===== config.mk =====
export PLATFORM = sky130hd
export DESIGN_NAME = pipe_stage_reg
export DESIGN_NICKNAME = d
export VERILOG_FILES = /design/src/rtl/pipe_pkg.sv /design/src/rtl/pipe_slot.sv /design/src/rtl/pipe_stage_reg.sv
export SDC_FILE = /design/constraint.sdc
export NUM_CORES = 1
export LEC_CHECK = 0
export CELL_PAD_IN_SITES_DETAIL_PLACEMENT = 0
export CELL_PAD_IN_SITES_GLOBAL_PLACEMENT = 1
export CORE_AREA = 2 2 139 141
export DETAILED_ROUTE_END_ITERATION = 6
export DIE_AREA = 0 0 141 143
export PLACE_DENSITY_LB_ADDON = 0.15
export RECOVER_POWER = 50
export SETUP_SLACK_MARGIN = 0.3
export SLEW_MARGIN = 10
export SYNTH_ARGS = -nofsm -noshare
export SYNTH_HDL_FRONTEND = slang
export SYNTH_SLANG_ARGS = --single-unit

===== constraint.sdc =====
create_clock -name clk -period 2.13 [get_ports clk]
set_clock_uncertainty 0.2 [all_clocks]
set_input_delay 0.3195 -clock clk [delete_from_list [all_inputs] [get_ports clk]]
set_output_delay 0.3195 -clock clk [all_outputs]
set_load 0.005 [all_outputs]

===== src/rtl/pipe_pkg.sv =====
// Shared types for the pipeline boundary registers: occupancy type, default
// boundary widths and the payload layouts packed by each stage.
package pipe_pkg;

  typedef logic [1:0] occ_t;

  typedef struct packed {
    logic        reg_write;
    logic        mem_to_reg;
    logic        mem_write;
    logic [31:0] alu_out;
    logic [31:0] write_data;
    logic [4:0]  write_reg;
  } exmem_payload_t;

  typedef struct packed {
    logic        reg_write;
    logic        mem_to_reg;
    logic [31:0] read_data;
    logic [31:0] alu_out;
    logic [4:0]  write_reg;
  } memwb_payload_t;

  localparam int EXMEM_W = $bits(exmem_payload_t);
  localparam int MEMWB_W = $bits(memwb_payload_t);

  function automatic occ_t occ_count(input logic a, input logic b);
    return {1'b0, a} + {1'b0, b};
  endfunction

endpackage


===== src/rtl/pipe_slot.sv =====
// One valid+payload holding register; load has priority over clear, and clear
// only drops the valid bit so the payload keeps its last written value.
module pipe_slot #(
  parameter int WIDTH = 72
) (
  input  logic             clk,
  input  logic             reset,
  input  logic             load,
  input  logic             clear,
  input  logic [WIDTH-1:0] d,
  output logic             valid,
  output logic [WIDTH-1:0] q
);

  logic             valid_r;
  logic [WIDTH-1:0] data_r;

  // valid flag and payload register
  always_ff @(posedge clk or negedge reset) begin
    if (!reset) begin
      valid_r <= 1'b0;
      data_r  <= {WIDTH{1'b0}};
    end else if (load) begin
      valid_r <= 1'b1;
      data_r  <= d;
    end else if (clear) begin
      valid_r <= 1'b0;
    end
  end

  assign valid = valid_r;
  assign q     = data_r;

endmodule


===== src/rtl/pipe_stage_reg.sv =====
// Valid/ready pipeline boundary register with optional skid slot, synchronous
// flush, bubble zeroing, occupancy and a saturating stall-cycle counter.
module pipe_stage_reg
  import pipe_pkg::*;
#(
  parameter int WIDTH       = 72,
  parameter int SKID        = 1,
  parameter int BUBBLE_ZERO = 1,
  parameter int CNT_W       = 16
) (
  input  logic             clk,
  input  logic             reset,
  input  logic             flush,
  input  logic             in_valid,
  output logic             in_ready,
  input  logic [WIDTH-1:0] in_data,
  output logic             out_valid,
  input  logic             out_ready,
  output logic [WIDTH-1:0] out_data,
  output occ_t             occupancy,
  output logic [CNT_W-1:0] stall_cnt
);

  localparam bit              SKID_EN = (SKID != 32'sd0);
  localparam bit              BZ_EN   = (BUBBLE_ZERO != 32'sd0);
  localparam logic [CNT_W-1:0] CNT_MAX = {CNT_W{1'b1}};
  localparam logic [CNT_W-1:0] CNT_ONE = {{(CNT_W-1){1'b0}}, 1'b1};

  logic             in_fire_s;
  logic             out_fire_s;
  logic             main_valid_s;
  logic [WIDTH-1:0] main_data_s;
  logic             skid_valid_s;
  logic [WIDTH-1:0] skid_data_s;
  logic             main_load_s;
  logic             main_clr_s;
  logic [WIDTH-1:0] main_d_s;
  logic             skid_load_s;
  logic             skid_clr_s;
  logic [CNT_W-1:0] stall_cnt_r;

  assign in_fire_s  = in_valid & in_ready;
  assign out_fire_s = main_valid_s & out_ready;

  pipe_slot #(.WIDTH(WIDTH)) u_main (
    .clk   (clk),
    .reset (reset),
    .load  (main_load_s),
    .clear (main_clr_s),
    .d     (main_d_s),
    .valid (main_valid_s),
    .q     (main_data_s)
  );

  // With a skid slot in_ready is a pure flop output; without it, it looks through to out_ready.
  generate
    if (SKID_EN) begin : g_skid
      pipe_slot #(.WIDTH(WIDTH)) u_skid (
        .clk   (clk),
        .reset (reset),
        .load  (skid_load_s),
        .clear (skid_clr_s),
        .d     (in_data),
        .valid (skid_valid_s),
        .q     (skid_data_s)
      );
      assign in_ready = ~skid_valid_s;
    end else begin : g_noskid
      assign skid_valid_s = 1'b0;
      assign skid_data_s  = {WIDTH{1'b0}};
      assign in_ready     = ~main_valid_s | out_ready;
    end
  endgenerate

  // slot load/clear decisions, priority top-down; the skid entry always refills main first
  always_comb begin
    main_load_s = 1'b0;
    main_clr_s  = 1'b0;
    main_d_s    = in_data;
    skid_load_s = 1'b0;
    skid_clr_s  = 1'b0;
    if (flush) begin
      main_clr_s = 1'b1;
      skid_clr_s = 1'b1;
    end else if (skid_valid_s && out_fire_s) begin
      main_load_s = 1'b1;
      main_d_s    = skid_data_s;
      skid_clr_s  = 1'b1;
    end else if (in_fire_s && (!main_valid_s || out_fire_s)) begin
      main_load_s = 1'b1;
    end else if (in_fire_s && SKID_EN) begin
      skid_load_s = 1'b1;
    end else if (out_fire_s) begin
      main_clr_s = 1'b1;
    end else begin
      main_load_s = 1'b0;
    end
  end

  // stall-cycle counter, saturating, cleared only by reset
  always_ff @(posedge clk or negedge reset) begin
    if (!reset) begin
      stall_cnt_r <= {CNT_W{1'b0}};
    end else if (main_valid_s && !out_ready && (stall_cnt_r != CNT_MAX)) begin
      stall_cnt_r <= stall_cnt_r + CNT_ONE;
    end
  end

  // bubble payload is zeroed so write-enable controls are inert
  always_comb begin
    if (main_valid_s || !BZ_EN) begin
      out_data = main_data_s;
    end else begin
      out_data = {WIDTH{1'b0}};
    end
  end

  assign out_valid = main_valid_s;
  assign occupancy = occ_count(main_valid_s, skid_valid_s);
  assign stall_cnt = stall_cnt_r;

endmodule


[After elaboration in Yosys (flattened, before gate mapping)]
Cells that the tools add are included.
Cells by class
  add/subtract/negate cells: 2
  reductions and logical operators: 9
  bitwise operators: 3
  eq/ne operators: 1
  multiplexer cells: 21
Operators with widths (count)
  2-to-1 mux 72 bit: 3
  2-to-1 mux 1 bit: 18
  adder 16 x 1 -> 16 bit, second input constant: 1
  != test 16 bit, second input constant: 1
  logical AND 1 bit: 4
  nonzero test 2 bit: 2
  adder 1 x 1 -> 2 bit: 1
  AND 1 bit: 2
  zero test 1 bit: 2
  logical OR 1 bit: 1
  inverter 1 bit: 1
Storage, ports and cells
  input bits: 77
  word-level logic and storage cells: 41
  register bits: 162
  output and inout port bits: 92

[Depth between registers and ports, before layout]
Gate-level depths: netlist of the first run.
  depth after elaboration: 8
  mapped depth: 5

[Cells and area by module]
A second synthesis of the first run with hierarchy kept.
Unflattened totals
  cell total of the unflattened synthesis: 555
  area total of the unflattened synthesis: 8345.5 µm²
Modules (own cells, without submodules)
  pipe_slot: seq. area each 1826.8 µm², times used 2, cells each 155, area an instance 3059.2 µm²
  pipe_stage_reg: seq. area each 400.4 µm², times used 1, cells each 245, area an instance 2227.1 µm²

[Worst setup path before layout of the first run]
OpenSTA, ideal clock, no wires.
  path type: register to register
  start point: register g_skid.u_skid.valid_r (netlist: g_skid.u_skid.valid)
  end point: register g_skid.u_skid.data_r[41] (netlist: g_skid.u_skid.q[41])
  period minus slack after synthesis: 1.848 ns
  stages on the path, launching flop included: 6
  buffers on the path: 2
  setup slack: 0.282 ns
  arrival: 1.521 ns
  setup time: 0.127 ns
  data required time: 1.803 ns
  cells stage by stage: dfrtp_1 -> nand2b_4 -> or3_1 -> buf_2 -> buf_6 -> mux2_1
Between the ends
  word-level cells in the longest chain between the ends: 6
RTL lines
  start: declaration: line pipe_slot.sv:15  | logic valid_r;
  start signal: assignment: line pipe_slot.sv:21  | valid_r <= 1'b0;
  start signal: assignment: line pipe_slot.sv:24  | valid_r <= 1'b1;
  start signal: assignment: line pipe_slot.sv:27  | valid_r <= 1'b0;
  inverter 1 bit: line pipe_stage_reg.sv:67  | assign in_ready = ~skid_valid_s;
  AND 1 bit: line pipe_stage_reg.sv:42  | assign in_fire_s = in_valid & in_ready;
  2-to-1 mux 1 bit / logical AND 1 bit (equally long branches): line pipe_stage_reg.sv:91, pipe_stage_reg.sv:89
  2-to-1 mux 1 bit: line pipe_stage_reg.sv:89  | end else if (in_fire_s && (!main_valid_s || out_fire_s)) begin
  2-to-1 mux 1 bit (*): line pipe_stage_reg.sv:85  | end else if (skid_valid_s && out_fire_s) begin
  2-to-1 mux 1 bit (*): line pipe_stage_reg.sv:82  | if (flush) begin
  end signal: assignment: line pipe_slot.sv:22  | data_r <= {WIDTH{1'b0}};
  end: declaration: line pipe_slot.sv:16  | logic [WIDTH-1:0] data_r;
Mark *: on every way between the ends. The rest lies on a longest branch, timed or not.
A chain may end at the register's enable or synchronous reset.

[Worst setup path in the final report of the first run]
  start point: register u_main.valid_r (netlist: u_main.valid)
  end point: register u_main.data_r[8] (netlist: u_main.q[8])
Between the ends
  word-level cells in the longest chain between the ends: 6
RTL lines (line)
  start: declaration: pipe_slot.sv:15
  start signal: assignment: pipe_slot.sv:21
  start signal: assignment: pipe_slot.sv:24
  start signal: assignment: pipe_slot.sv:27
  AND 1 bit / zero test 1 bit (equally long branches): pipe_stage_reg.sv:43, pipe_stage_reg.sv:89
  logical OR 1 bit: pipe_stage_reg.sv:89
  logical AND 1 bit: pipe_stage_reg.sv:89
  2-to-1 mux 1 bit: pipe_stage_reg.sv:89
  2-to-1 mux 1 bit: pipe_stage_reg.sv:85
  2-to-1 mux 1 bit: pipe_stage_reg.sv:82
  end signal: assignment: pipe_slot.sv:22
  end: declaration: pipe_slot.sv:16
Several ways; a longest one is shown, not always the timed one.

==> results of run 1 <==
## timing repair
item / CTS / global route
endpoints found under the hold margin: 42 / 0
gates resized for setup: 581 / 132
setup endpoints to repair: 249 / 247
cloned: 25 / 18
hold buffers: 1 / 0
pin swaps: 35 / 24
setup buffers: 41 / 21
## cell usage after synthesis
library cell    n
buf_6           7
nor4_2          1
a211oi_2        1
or3_1           1
nand2_1         6
mux2_2         23
mux2i_1        74
nor2b_1         1
nand2b_4        1
buf_2          22
xor2_1          5
dfrtp_1       162
a41oi_1         1
o21ai_0         1
and2_0          1
nand4b_1        1
nor3_4          1
nor3_1          2
and4b_1         1
and3_1          2
nand3_1         9
ha_1            2
nor4_1          2
a211oi_1        1
and2_1         74
inv_1           2
nand2b_1        1
and2b_1         1
nor4b_1         1
nor2_1         78
a31oi_1         3
a21oi_1        82
buf_4           1
xnor2_1         2
nand4_1         2
clkbuf_1        9
mux2_1         51
## routing by layer
layer	vias to the layer above	wire length, um	GRT usage, %
met5	-	16	0
met4	2	525	7.95
met3	37	972	4.80
met2	148	12200	37.0
met1	3069	10600	28.3
li1	2787	-	-
## area by class of cell
class | count | area [um^2] | area share, %
clock inverter | 14 | 188 | 1.42
inverter | 2 | 7.51 | 0.0567
tap | 234 | 293 | 2.21
sequential | 162 | 4060 | 30.7
clock buffer | 18 | 429 | 3.24
multi-input combinational | 433 | 4070 | 30.7
timing repair buffer | 310 | 4190 | 31.7
## logic make-up after synthesis
family | after synthesis
xor+xnor | 7
simple gates | 186
buf+inv | 41
fa+ha+maj | 2
mux | 148
flops | 162
compound gates | 89
## sequential cells by signal (all words and copies together), names as in the netlist
signal and count:
g_skid.u_skid.q 72, u_main.q 72, stall_cnt 16, g_skid.u_skid.valid 1, u_main.valid 1
## placed cells by master (no fill, tap or decap), types with 25 or more instances in the layout
master and count:
nor2_1 45, clkbuf_16 31, a21oi_2 44, mux2_4 50, buf_12 35, buf_4 36
and2_4 72, clkdlybuf4s50_1 79, buf_16 25, dfrtp_1 159, a21oi_1 37, buf_6 97
mux2i_1 65
## through the flow
step                      instance area (um^2)  util (%)
after floorplan                           7390         -
after global placement                    9680      52.1
after detailed placement                  9680      52.1
after CTS                                12200      65.4
after global routing                     13200      71.2
final                                    13200      71.2
## power groups by stage
stage / logic [uW] / clock network [uW] / registers [uW]
final: 2780 / 3260 / 4270
after global routing: 2980 / 3440 / 4340
after CTS: 2420 / 3320 / 4190
after detailed placement: 1700 / 0 / 4220
after global placement: 1630 / 0 / 4180
after floorplan: 865 / 0 / 4100
## worst max path at each step
stage                              startpoint             endpoint  slack, ps  depth (start not counted)
after global placement              out_ready  g_skid.u_skid.q[68]        -70                          5
after CTS                        u_main.valid         out_data[19]        -20                          5
final                            u_main.valid          u_main.q[8]        -50                          9
after floorplan           g_skid.u_skid.valid  g_skid.u_skid.q[41]        300                          5
after global routing             u_main.valid          u_main.q[8]       -120                          9
after detailed placement            out_ready  g_skid.u_skid.q[18]        -90                          5
==> summary.md, run 1 <==
| Metric | Value |
|---|---|
| Status | finished, violations left |
| Failing checks | negative setup slack |
| Root Buffer Master | clkbuf_16 |
| Switch share | 27.1% |
| Max capacitance violation total | 0 |
| Yosys top cell by area | dfrtp_1 |
| Hold Path Cell Cnt | 1 |
| Fillers | roughly 1200 |
| Post-synth top area share | a little over half |
| Sequential cell area fraction in the yosys report | between 50% and 60% |
| Syn avg cell area | about 12 um^2 |
| Pre-Repair DR Iteration Count | 4 |
| Die area | ~20000 um^2 |
| PwrDens | between 700 and 800 nW/um^2 |
| Row cnt | 50 |
| Count of different cell masters after synthesis | 37 |
| XOR/XNOR Fraction of Synth Area | less than 1% |
| Share of cells above drive strength 1 | 53.4% |
| Peak supply drop | just over 0.6 mV |
| IO Port Bufs | 168 |
| YS warnings | 0 |
| Non-filler cells, final | about 1200 |
| Multiplexer share of the synthesized area | between 20% and 30% |
| Total number of vias | around 6000 |
| CP peak stage delay | 490 ps |
| Setup TNS | -2090 ps |
| Simple-Gate Fraction of Synth Area | about an eighth |
| Cell internal pwr | 7510 uW |
| Clk Latency, worst-skew pair | approximately 430 ps |
| Starting DRT DRC Count | ~250 |
| Vias in the first global route | roughly 6000 |
| Syn nets | a little over 700 |
| Fin. Hold Viols | 0 |
| Post-route clock period utilization | 102% |
| Mapped Area | 7390 um^2 |
| GPL Wtd Cong | around 0.73 |
| Largest net degree at the start of global routing | 50 |
| Crit path max-delay family | buffers and inverters |
| Diode count | 0 |
| CP Cell Sequence | buf_6, buf_8, and2b_2, a211oi_4, buf_4, buf_12, clkbuf_16, nor2_1, a21oi_1 |
| Switch Pwr | 2790 uW |
| Combinational Power Share | a little over a quarter |
| Synth Area in Compound Gates | under 10% |
| Net count, final | about 1000 |
| Routed wire length | 24.3 mm |
| H-tree depth | 4 |
| Syn Inst Count | ~640 |
| Crit path max fanout | 6 |
| CTS sink cnt | 162 |
| Startpoint of the worst hold path | g_skid.u_skid.q[25] |
| Worst EP arrival | 2340 ps |
| Worst slack at placement | -89.7 ps |
| CP required | ~2300 ps |
| Dominant cells by area after synthesis | dfrtp_1 55%, mux2i_1 10%, mux2_1 7.8% |
| Fmax | 458 MHz |
| Bufs on Longest Clock Path | 2 |
| Worst r2r path cells | 9 |
| Worst setup margin | -52.7 ps |
| Worst R2R End | u_main.q[8] |
| Worst R2R Setup Slack | -50 ps |
| Hold EP | g_skid.u_skid.q[25] |
| R2R Path Start | u_main.valid |
| Avg WL per Cell | just over 20 um |
| Cts bufs inserted | 17 |
| # DRC | 0 |
| CTS tree | built |
| Pins over their slew limit | 0 |
| Synthesis-to-layout area growth | 79.2% |
| Via-to-Cell Ratio | 5.15 |
| I/O Pins | 169 |
| Min Hold Slack | slightly below 300 ps |
| Leakage | ~0.0065 uW |
| Critical path endpoint category | flop |
| Sequential share of power | around two fifths |
| Combinational family with the most area after synthesis | multiplexers |
| Starting Density | approximately 40% |
| CP startpoint kind | flop |
| Detailed Place HPWL | about 12 mm |
| Placed insts | approximately 1000 |
| Synthesized-area fraction occupied by adder cells | less than 1% |
| CORE AREA | ~19000 um^2 |
| Endpoints failing setup | about 110 |
| Worst Hold Class | flop to flop |
| Slew @ Worst Pin | about 1200 ps |
| Final min period | ~2200 ps |
| Slew margin rel. | 16.7% |
| First-pass GRT wire length | 34.1 mm |
| Synthesized flop and latch total | approximately 160 |
| Overflow after GRT | 0 |
| DIE HEIGHT | ~140 um |
| Worst Path Buf+Inv | 5 |
| Antenna Nets Post-Route | 0 |
| Tot Pwr | between 10000 and 15000 uW |
| Clock Power Share | a little under a third |
| Total Routing Usage GR | about 22% |
| Initial antenna violation count | 1 |
| Die X | 141 um |
| RSZ-0062 raised after global routing | true |
| Clock slew at reported path FFs | approximately 60 ps |
| Crit Path Category | flop to flop |
| CP max stage cell | dfrtp_4 |
(Power assumes the default switching activity.)
==> run 2: changes to the inputs <==
CORE_AREA = 2 2 135 137   (was 2 2 139 141)
DIE_AREA = 0 0 137 139   (was 0 0 141 143)
clock period = 2.8 ns   (was 2.13 ns; I/O delays follow)
==> summary.md, run 2 (same netlist as run 1, synthesis figures left out) <==
| Metric | Value |
|---|---|
| Status | complete, no violations (was finished, violations left) |
| I/O Pins | 169 (unchanged) |
| Post-route clock period utilization | 87.1% |
| Fillers | 1515 (was 1232) |
| Detailed Place HPWL | 11.2 mm (was 12.0 mm) |
| Initial antenna violation count | 0 (was 1) |
| Die X | 137 um (was 141 um) |
| Commonest non-fill, non-tap cells in the layout | 161 x dfrtp_1, 150 x clkdlybuf4s50_1, 82 x a21oi_1 (was 159 x dfrtp_1, 97 x buf_6, 79 x clkdlybuf4s50_1) |
| DIE HEIGHT | 139 um (was 143 um) |
| Routed wire length | 16.9 mm (was 24.3 mm) |
| # DRC | 0 (unchanged) |
| CORE AREA | 17700 um^2 (was 18600 um^2) |
| Clock slew at reported path FFs | 60 ps (about the same) |
| CP peak stage delay | 550 ps (was 490 ps) |
| Worst EP arrival | 1820 ps (was 2340 ps) |
| R2R Path Start | u_main.valid (unchanged) |
| CTS sink cnt | 162 (unchanged) |
| Die area | 19000 um^2 (was 20200 um^2) |
| CP startpoint kind | flop (unchanged) |
| Critical path endpoint category | output port (was flop) |
| Net count, final | 877 (was 1005) |
| Pins over their slew limit | 0 (unchanged) |
| Max capacitance violation total | 0 (unchanged) |
| Crit Path Category | flop to output port (was flop to flop) |
| Avg WL per Cell | 16.3 um (was 20.7 um) |
| Share of cells above drive strength 1 | 8.89% (was 53.4%) |
| Clk Latency, worst-skew pair | 420 ps (was 430 ps) |
| Root Buffer Master | clkbuf_16 (unchanged) |
| Antenna Nets Post-Route | 0 (unchanged) |
| Slew @ Worst Pin | 1380 ps (was 1250 ps) |
| Row cnt | 49 (was 50) |
| CP max stage cell | clkdlybuf4s50_1 (was dfrtp_4) |
| Setup TNS | 0 ps (was -2090 ps) |
| Fmax | between 400 and 500 MHz |
| GPL Wtd Cong | 0.736 (was 0.731) |
| Largest net degree at the start of global routing | 111 (was 50) |
| Cts bufs inserted | 17 (unchanged) |
| IO Port Bufs | 168 (unchanged) |
| Crit path max fanout | 8 (was 6) |
| Starting DRT DRC Count | 241 (was 252) |
| Worst r2r path cells | 5 (was 9) |
| Starting Density | 41.8% (was 39.8%) |
| Peak supply drop | 0.416 mV (was 0.622 mV) |
| Endpoints failing setup | 0 (was 114) |
| Worst Hold Class | flop to flop (unchanged) |
| Total Routing Usage GR | 18.4% (was 22.1%) |
| Leakage | 0.00463 uW (was 0.00650 uW) |
| First-pass GRT wire length | 27.7 mm (was 34.1 mm) |
| Bufs on Longest Clock Path | 2 (unchanged) |
| Fin. Hold Viols | 0 (unchanged) |
| Commonest non-fill, non-tap cell in the layout | dfrtp_1 (unchanged) |
| Total number of vias | 5231 (was 6043) |
| Startpoint of the worst hold path | g_skid.u_skid.q[19] (was g_skid.u_skid.q[25]) |
| Overflow after GRT | 0 (unchanged) |
| Via-to-Cell Ratio | 5.03 (was 5.15) |
| Slew margin rel. | 7.95% (was 16.7%) |
| Diode count | 0 (unchanged) |
| PwrDens | 677 nW/um^2 (was 778 nW/um^2) |
| CP Cell Sequence | buf_4, and2_1, clkdlybuf4s50_1 (was buf_6, buf_8, and2b_2, a211oi_4, buf_4, buf_12, clkbuf_16, nor2_1, a21oi_1) |
| Final min period | between 2000 and 2500 ps |
| Critical Path Source | u_main.valid (unchanged) |
| Vias in the first global route | 5476 (was 6115) |
| CTS tree | built (unchanged) |
| H-tree depth | 4 (unchanged) |
| Pre-Repair DR Iteration Count | 5 (was 4) |
| RSZ-0062 raised after global routing | true (unchanged) |
| Min Hold Slack | 291 ps (was 292 ps) |
| CP required | 2180 ps (was 2280 ps) |
| Hold Path Cell Cnt | 1 (unchanged) |
| Synthesis-to-layout area growth | 33.6% (was 79.2%) |
-- run 2: cell count changes in the layout (fill, tap and decap cells not counted), moves of 30 or more --
cell             before  now
nor2_1               45   78
mux2_4               50    0
a21oi_2              44    0
and2_1                3   73
clkdlybuf4s50_1      79  150
buf_12               35    3
buf_4                36    6
buf_6                97    3
and2_4               72    0
mux2_1                5   51
a21oi_1              37   82
-- run 2: path summary, 6_finish.rpt --
path,to,slack (ps)
setup / recovery,out_data[29],360
hold / removal,g_skid.u_skid.q[19],290
setup reg to reg,g_skid.u_skid.q[40],440
hold reg to reg,g_skid.u_skid.q[19],290
max in group asynchronous,u_main.q[6],550
min in group asynchronous,stall_cnt[11],640
-- run 2: final cells by class --
class                           instances  area [um^2]  share of cell area [%]
Clock buffer                           19          453                    4.59
Clock inverter                         12          134                    1.36
Inverter                                2         7.51                  0.0760
Multi-Input combinational cell        432         3090                    31.3
Sequential cell                       162         4060                    41.1
Tap cell                              229          287                    2.90
Timing Repair Buffer                  183         1850                    18.7
-- run 2: per-stage QoR --
step                utilization [%]  instance area, um^2  worst slack, ps  std cells  power (uW)
global route                   55.9                 9870              191       1039        7050
detailed placement             52.6                 9290              270       1004        4450
floorplan                         -                 7390              952        635        3770
global placement               52.6                 9290              329       1004        4360
finish                         55.9                 9870              362       1039        6690
CTS                            56.2                 9920              307       1039        6790
-- run 2: per-layer routing --
metal | up-vias | share of wire, % | global-route usage (%)
met5 | - | 0 | 0
met4 | 0 | 1.4 | 6.02
met3 | 19 | 5.3 | 4.50
met2 | 130 | 48 | 30.1
met1 | 2579 | 45 | 23.9
li1 | 2503 | - | -
-- run 2: timing repair --
action                                 4_1_cts  5_1_grt
hold buffers                                 1        0
setup endpoints to repair                   66       17
buffers inserted                             3        0
endpoints found under the hold margin       51        0
resized for setup                            3        2
-- run 2: critical path, delay by kind of cell, from the launching register on --
family                 cells  cell delay, ps
AND/OR/NAND/NOR            1             140
flip-flops                 1             520
buffers and inverters      2             740
-- run 2: power by group --
part           switching, uW  internal [uW]  total, uW
sequential               288           2870       3160
combinational            496            727       1220
clock                    949           1360       2310
